**src/rtl/ex_mdu_sequencer.sv**
```systemverilog
// Iterative multiply/divide unit beside the EX-stage ALU: shift-add MUL/MULHU,
// restoring DIVU/REMU, one iteration per cycle with a pipeline stall while running.
module ex_mdu_sequencer #(
   parameter int unsigned XLEN  = 32,
   parameter int unsigned CNT_W = 6
) (
   input  logic            clk,
   input  logic            reset,
   input  logic            start,
   input  logic [1:0]      op,
   input  logic [XLEN-1:0] opa,
   input  logic [XLEN-1:0] opb,
   input  logic            flush,
   output logic            stall,
   output logic            busy,
   output logic            done,
   output logic [XLEN-1:0] result
);

   typedef enum logic [1:0] {
      S_IDLE = 2'd0,
      S_RUN  = 2'd1,
      S_DONE = 2'd2
   } state_t;

   localparam logic [CNT_W-1:0] LAST_ITER = CNT_W'(XLEN - 1);

   state_t            state, state_n;
   logic [CNT_W-1:0]  count, count_n;
   logic [1:0]        op_q, op_n;
   logic [XLEN-1:0]   opb_q, opb_n;
   logic [XLEN-1:0]   hi, hi_n;
   logic [XLEN-1:0]   lo, lo_n;
   logic [XLEN-1:0]   result_q, result_n;
   logic              done_q, done_n;

   logic [XLEN:0]     sum;
   logic [XLEN:0]     shifted;
   logic [XLEN:0]     diff;
   logic [XLEN-1:0]   step_hi;
   logic [XLEN-1:0]   step_lo;

   // One iteration of the datapath. hi/lo hold {hi,lo} for multiply and {rem,quo} for divide.
   always_comb begin
      step_hi = hi;
      step_lo = lo;
      sum     = {1'b0, hi} + (lo[0] ? {1'b0, opb_q} : {(XLEN+1){1'b0}});
      shifted = {hi, lo[XLEN-1]};
      diff    = shifted - {1'b0, opb_q};
      if (!op_q[1]) begin
         step_hi = sum[XLEN:1];
         step_lo = {sum[0], lo[XLEN-1:1]};
      end else if (!diff[XLEN]) begin
         step_hi = diff[XLEN-1:0];
         step_lo = {lo[XLEN-2:0], 1'b1};
      end else begin
         step_hi = shifted[XLEN-1:0];
         step_lo = {lo[XLEN-2:0], 1'b0};
      end
   end

   // Next-state, datapath-next and output logic.
   always_comb begin
      state_n  = state;
      count_n  = count;
      op_n     = op_q;
      opb_n    = opb_q;
      hi_n     = hi;
      lo_n     = lo;
      result_n = result_q;
      done_n   = 1'b0;
      stall    = 1'b0;

      case (state)
         S_IDLE: begin
            if (start && !flush) begin
               stall   = 1'b1;
               op_n    = op;
               opb_n   = opb;
               hi_n    = '0;
               lo_n    = opa;
               count_n = '0;
               if (op[1] && (opb == '0)) begin
                  // Divide by zero retires immediately: all-ones quotient, dividend remainder.
                  state_n  = S_DONE;
                  done_n   = 1'b1;
                  result_n = op[0] ? opa : '1;
               end else begin
                  state_n = S_RUN;
               end
            end
         end
         S_RUN: begin
            if (flush) begin
               state_n = S_IDLE;
               count_n = '0;
            end else begin
               stall   = 1'b1;
               hi_n    = step_hi;
               lo_n    = step_lo;
               count_n = count + CNT_W'(1);
               if (count == LAST_ITER) begin
                  state_n  = S_DONE;
                  done_n   = 1'b1;
                  result_n = op_q[0] ? step_hi : step_lo;
               end
            end
         end
         S_DONE: begin
            state_n = S_IDLE;
         end
         default: begin
            state_n = S_IDLE;
         end
      endcase

      if (reset) begin
         stall = 1'b0;
      end
   end

   always_ff @(posedge clk) begin
      if (reset) begin
         state    <= S_IDLE;
         count    <= '0;
         op_q     <= '0;
         opb_q    <= '0;
         hi       <= '0;
         lo       <= '0;
         result_q <= '0;
         done_q   <= 1'b0;
      end else begin
         state    <= state_n;
         count    <= count_n;
         op_q     <= op_n;
         opb_q    <= opb_n;
         hi       <= hi_n;
         lo       <= lo_n;
         result_q <= result_n;
         done_q   <= done_n;
      end
   end

   assign busy   = (state != S_IDLE);
   assign done   = done_q;
   assign result = result_q;

endmodule

```
**config.mk**
```make
export PLATFORM = sky130hd
export DESIGN_NAME = ex_mdu_sequencer
export DESIGN_NICKNAME = d
export VERILOG_FILES = /design/src/rtl/ex_mdu_sequencer.sv
export SDC_FILE = /design/constraint.sdc
export NUM_CORES = 1
export LEC_CHECK = 0
export ABC_CLOCK_PERIOD_IN_PS = 3200
export BUFFER_PORTS_ARGS = -buffer_cell sky130_fd_sc_hd__buf_2
export CORE_MARGIN = 10
export CORE_UTILIZATION = 55
export CTS_CLUSTER_SIZE = 24
export DETAILED_ROUTE_END_ITERATION = 16
export GPL_ROUTABILITY_DRIVEN = 0
export MAX_ROUTING_LAYER = met4
export PLACE_DENSITY_LB_ADDON = 0.12
export SLEW_MARGIN = 30
export SYNTH_ARGS = -nofsm -noshare
export SYNTH_HDL_FRONTEND = slang
export SYNTH_SLANG_ARGS = --single-unit
```
**constraint.sdc**
```tcl
create_clock -name clk -period 3.2 [get_ports clk]
set_input_delay 0.48 -clock clk [delete_from_list [all_inputs] [get_ports clk]]
set_output_delay 0.48 -clock clk [all_outputs]
set_load 0.01 [all_outputs]
```
Word level (Yosys, flattened, before mapping):

Cells that the tools add are included.

* $add $sub $neg: 3
* equal/unequal tests: 7
* mux-type cells: 35
* reduce and logical (&&, ||, !) cells: 12

Operator list (count)
* 32-bit 2-to-1 mux: 14
* 32-bit case mux with 2 select lines: 3
* 32-bit by 32-bit adder with 33-bit output: 1
* 33-bit by 32-bit subtractor with 33-bit output: 1
* 32-bit logical NOT: 1
* 6-bit 2-to-1 mux: 2
* 6-bit case mux with 2 select lines: 1
* 1-bit 2-to-1 mux: 8
* 2-bit 2-to-1 mux: 4
* 2-bit inequality test (second input constant): 4
* 6-bit by 1-bit adder with 6-bit output (second input constant): 1
* 6-bit by 5-bit == test with 1-bit output (second input constant): 1
* 2-bit AND reduction: 3
* 5-bit AND reduction: 1
* 1-bit case mux with 2 select lines: 2
* 2-bit case mux with 2 select lines: 1
* 2-bit nonzero test: 2
* 3-bit inequality test (second input constant): 1
* 3-bit AND reduction: 1
* 2-bit by 1-bit == test with 1-bit output (second input constant): 1
* 1-bit logical AND: 2
* 2-bit logical NOT: 1
* 1-bit logical NOT: 1

* register bits after elaboration: 139
* bits of input ports: 70
* output and inout port bits: 35
* word-level logic and storage cells: 65

Depth between registers and ports, before layout:

* word-level depth: 7
* depth in mapped cells: 15
* depth with buffers taken out: 13

Worst setup path before layout:

OpenSTA, ideal clock, no wires.

* kind: register -> register
* from: reg lo[0]
* to: reg hi[25]
* setup time: 117 ps
* arrival: 3041 ps
* data required time: 3083 ps
* setup slack: 42 ps
* cell stages (with the launch flop): 13
* buffers on the path: 0
* clock period less this slack: 3158 ps
* cells stage by stage: dfxtp_1 > and2_1 > ha_1 > fa_1 > a21o_1 > a221o_1 > o211ai_1 > a31oi_1 > o22ai_1 > mux2i_1 > a2111oi_1 > mux2i_1 > a22o_1

* word-level cells in the longest chain between the ends: 5

RTL lines
* start, declared: line 33 `logic [XLEN-1:0] lo, lo_n;`
* start signal, assigned: line 138 `lo <= lo_n;`
* 32-bit 2-to-1 mux: line 47 `sum = {1'b0, hi} + (lo[0] ? {1'b0, opb_q} : {(XLEN+1){1'b0}});`
* 32-bit by 32-bit adder with 33-bit output: line 47
* 32-bit 2-to-1 mux: line 50 `if (!op_q[1]) begin`
* 32-bit 2-to-1 mux: line 94 `if (flush) begin`
* 32-bit case mux with 2 select lines: line 74 `case (state)`
* end signal, assigned: line 137 `hi <= hi_n;`
* end, declared: line 32 `logic [XLEN-1:0] hi, hi_n;`

Every way passes these cells. The select of a mux whose other input is x is not followed.
A chain may end at the register's enable or synchronous reset.

Worst setup path after layout:

* from: reg lo[0]
* to: reg result_q[21] (netlist: result[21])

* word-level cells in the longest chain between the ends: 7

RTL lines
* 32-bit 2-to-1 mux: line 47
* 32-bit by 32-bit adder with 33-bit output: line 47
* 32-bit 2-to-1 mux: line 50
* 32-bit 2-to-1 mux: line 105 `result_n = op_q[0] ? step_hi : step_lo;`
* 32-bit 2-to-1 mux: line 102 `if (count == LAST_ITER) begin`
* 32-bit 2-to-1 mux: line 94
* 32-bit case mux with 2 select lines: line 74
* end signal, assigned: line 139 `result_q <= result_n;`
* end, declared: line 34 `logic [XLEN-1:0] result_q, result_n;`

Every way passes these cells. The select of a mux whose other input is x is not followed.

==> impl.org <==
** Power and ir drop
- Power comes to 0.00489 W.
- The internal portion of the total power is 0.00325 W.
- In this run, the combinational gates consume approximately 24% of the power.
- VDD sags by at most around 0.37 mV.
- In this run, the clock network consumes 38.3% of the power.
- For this design the total switching power over the nets is approximately 0.0016 W.
- Sequential power share :: between 30% and 40%
- Power spread over the standard cell area amounts to about 370 nW/µm².
- In this run switching power makes up between 30% and 40% of total power.
- Static Leak :: 5.75 nW

** Synthesis
- A synthesized cell averages 7.33 µm².
- FFs w/ async S/R, synth :: 0%
- Of the synthesized area, sequential elements account for 25.9%.
- Register bit count reported by yosys :: 139
- The Yosys step of the flow raised 0 warnings.
- The number of nets in the synthesized netlist is approximately 1600.
- Predominant post-synthesis flop cell :: dfxtp_1
- Synth cell types :: 80
- In this run the cell area of the synthesized design comes to around 11000 µm².
- The synthesized design contains 0 enable-type register cells.
- Cell count after synthesis :: 1468

** Timing
- Timing would allow up to between 300 and 400 MHz.
- Setup slack after layout :: -46.1 ps
- Setup violations remaining at the end of the flow were counted as 2.
- Post-Route Skew :: between 10 and 15 ps
- Final number of hold-violating endpoints :: 0
- The smallest clock period supported by the final layout is computed as 3250 ps.
- Slew at the pin closest to its max-slew limit :: 851 ps
- Tightest hold margin :: approximately 290 ps
- Final period util :: 101%
- Max Slew Vio Count :: 0
- Max transition margin :: a little over two fifths
- RSZ-0062 raised after global routing :: true

** Setup path
- Reg2reg start :: lo[0]$_SDFFE_PP0P_
- Of all nets on the critical path, the largest fanout is 5.
- STA classifies the critical path endpoint as a flip-flop.
- Critical path data required time :: between 3000 and 4000 ps
- The setup check on the worst reg-to-reg path leaves a slack of -50 ps.
- Crit path from :: lo[0]$_SDFFE_PP0P_
- STA classifies the critical path startpoint as a flip-flop.
- WS Path Type :: reg -> reg
- Worst EP arrival :: approximately 3600 ps

** Final layout
- Summing all non-filler instances in the final layout gives an area of 13300 µm².
- Inserted Diodes :: 0
- Layout filler cell count :: between 1500 and 2000
- Fraction of layout cells with a size suffix above 1 :: between 20% and 30%
- Post-layout nets :: 1792
- For this run, the number of standard cells in the final layout without fillers is about 1900.
- The library cell used most frequently in the layout, excluding fill and tap cells, is nand2_1.
- Area grow syn2layout :: 23.9%
- The library cells used most frequently in the layout, excluding fill and tap cells, are nand2_1, a21oi_1, buf_4.

** Routing
- The routed layout has approximately 12000 vias.
- Violation count after the first detailed-routing iteration :: between 1000 and 1500
- In this run the remaining antenna-violating nets after routing total 0.
- Wirelength per Cell :: 19.9 µm
- DRC viols :: 0
- The first TritonRoute pass finished after 7 iterations.
- Vias per std cell :: 6.25
- Wires add up to around 38000 µm.

** Clock network
- Buffers inserted during clock tree synthesis total 17.
- TritonCTS clock tree :: built
- After clock tree synthesis, the clock-pin slew on the worst setup and hold paths is 70 ps.
- The clock tree synthesis step divided the H-tree into 4 levels.
- The root buffer cell chosen for the clock tree is clkbuf_16.
- The tree built by TritonCTS fans out to about 140 sinks.
- Number of buffers on the longest clock path :: 2
- Clk_lat worst skew :: between 400 and 500 ps

** Die
- IO Count :: approximately 110
- From bottom edge to top edge, the die measures approximately 160 µm.
- The die is around 160 µm wide.
- The die covers between 20000 and 30000 µm².
- Starting density of the core :: 55.6%
- Std-Cell Rows :: slightly above 50
- In this run the standard cell core region covers between 15000 and 20000 µm².

** Global route
- Wire length of the first global-routing pass :: about 60000 µm
- Entering global routing, the biggest net connects 62 pins.
- Antenna violations before repair :: 0
- Via count of the first global-routing pass :: between 10000 and 15000
- Remaining global-route overflow :: 0
- All-Layer GR Usage :: roughly 29%

** Placed design
- Placed Instance Area :: ~12000 µm²
- IO Port Bufs :: ~100
- The wire-length estimate of the detail-placed layout is between 20000 and 30000 µm.
- Counting tap cells, the placed design contains a total of between 1500 and 2000 instances.

** Worst hold path
- The worst hold path begins at op[1].
- Tightest Hold Check Type :: in -> reg

** Job
- The tool flagged a number of max-cap violations equal to 0.

** Run status
- The flow ran to the end, but the final reports show violations.
- Violated checks :: negative setup slack
## final cells by class
class / instances / area (µm²) / share of cell area, %
tap: 265 / 332 / 2.49
inverter: 54 / 203 / 1.52
clock inverter: 14 / 114 / 0.854
multi-input combinational: 1177 / 7650 / 57.4
timing repair buffer: 266 / 1800 / 13.5
sequential: 139 / 2800 / 21.0
clock buffer: 17 / 425 / 3.19
## power by group through the flow
stage	clock network (W)	logic, W	registers, W
2_1_floorplan	0	0.000704	0.00185
3_3_place_gp	0	0.00105	0.00187
3_5_place_dp	0	0.00106	0.00187
4_1_cts	0.00189	0.00109	0.00183
5_1_grt	0.00196	0.00127	0.00184
6_report	0.00187	0.00118	0.00184
## path summary, 6_finish.rpt
check | depth (start not counted) | endpoint
worst max-delay path | 13 | result[21]$_SDFFE_PP0P_
worst min register to register | 2 | opb_q[10]$_SDFFE_PP0P_
worst max register to register | 13 | result[21]$_SDFFE_PP0P_
worst min-delay path | 3 | op_q[1]$_SDFFE_PP0P_
## registers in the layout (all words and copies together) (netlist names)
register,cells
count,6
done,1
hi,32
lo,32
op_q,2
opb_q,32
result,32
state,2
## Yosys cell counts, drive strengths merged (16+ instances only)
cell	number	area share, %
ha	65	7.6
xnor2	26	2.1
and2	35	2.1
xor2	25	2.0
nor2	149	5.2
dfxtp	139	26
clkbuf	80	2.8
a211oi	49	3.4
inv	54	1.9
o21ai	97	4.5
or3	17	0.99
nand2	181	6.4
and3	16	0.94
nand3	30	1.4
o211ai	23	1.7
a21oi	181	8.5
mux2i	42	3.9
buf	18	1.0
a31oi	16	0.93
a21o	28	2.0
nor3	27	1.3
## stage by stage
stage | worst slack [ps] | utilization (%) | setup TNS (ps)
3_5_place_dp | -329 | 64.0 | -1570
6_report | -46.1 | 68.9 | -85.0
2_1_floorplan | 41.9 | - | 0
3_3_place_gp | -279 | 64.0 | -671
5_1_grt | -163 | 68.9 | -721
4_1_cts | -19.3 | 67.3 | -24.4
## timing repair
item,CTS,global route
buffers inserted,4,11
hold buffers,0,0
setup endpoints to repair,26,42
resized for setup,17,57
pin swaps,11,33
## kinds of logic after synthesis
kind of cell	after synthesis	share of synthesized area, %
adders and majority gates	67	7.93
xor gates and xnor gates	51	4.15
AOI/OAI and AO/OA	508	30.5
DFF	139	25.9
buffers and inverters	152	5.71
and+or+nand+nor	504	21.3
muxes	47	4.54
## metal layers
metal / global-route usage [%] / share of wire (%)
met3: 3.80 / 6.0
met5: - / 0
met1: 34.1 / 40
met2: 48.2 / 48
met4: 16.7 / 5.8
## worst max-delay path: stages, from the launching register on
cell       delay, ps
dfxtp_4          360
buf_6            120
and2_4           160
fa_2             360
a21o_1           200
a221o_1          350
o211ai_1         310
and3b_2          270
o21ai_2           70
a21oi_2          190
nor3_2            80
a2111oi_2        410
buf_4            190
o32ai_2           60
(Power assumes the default switching activity.)
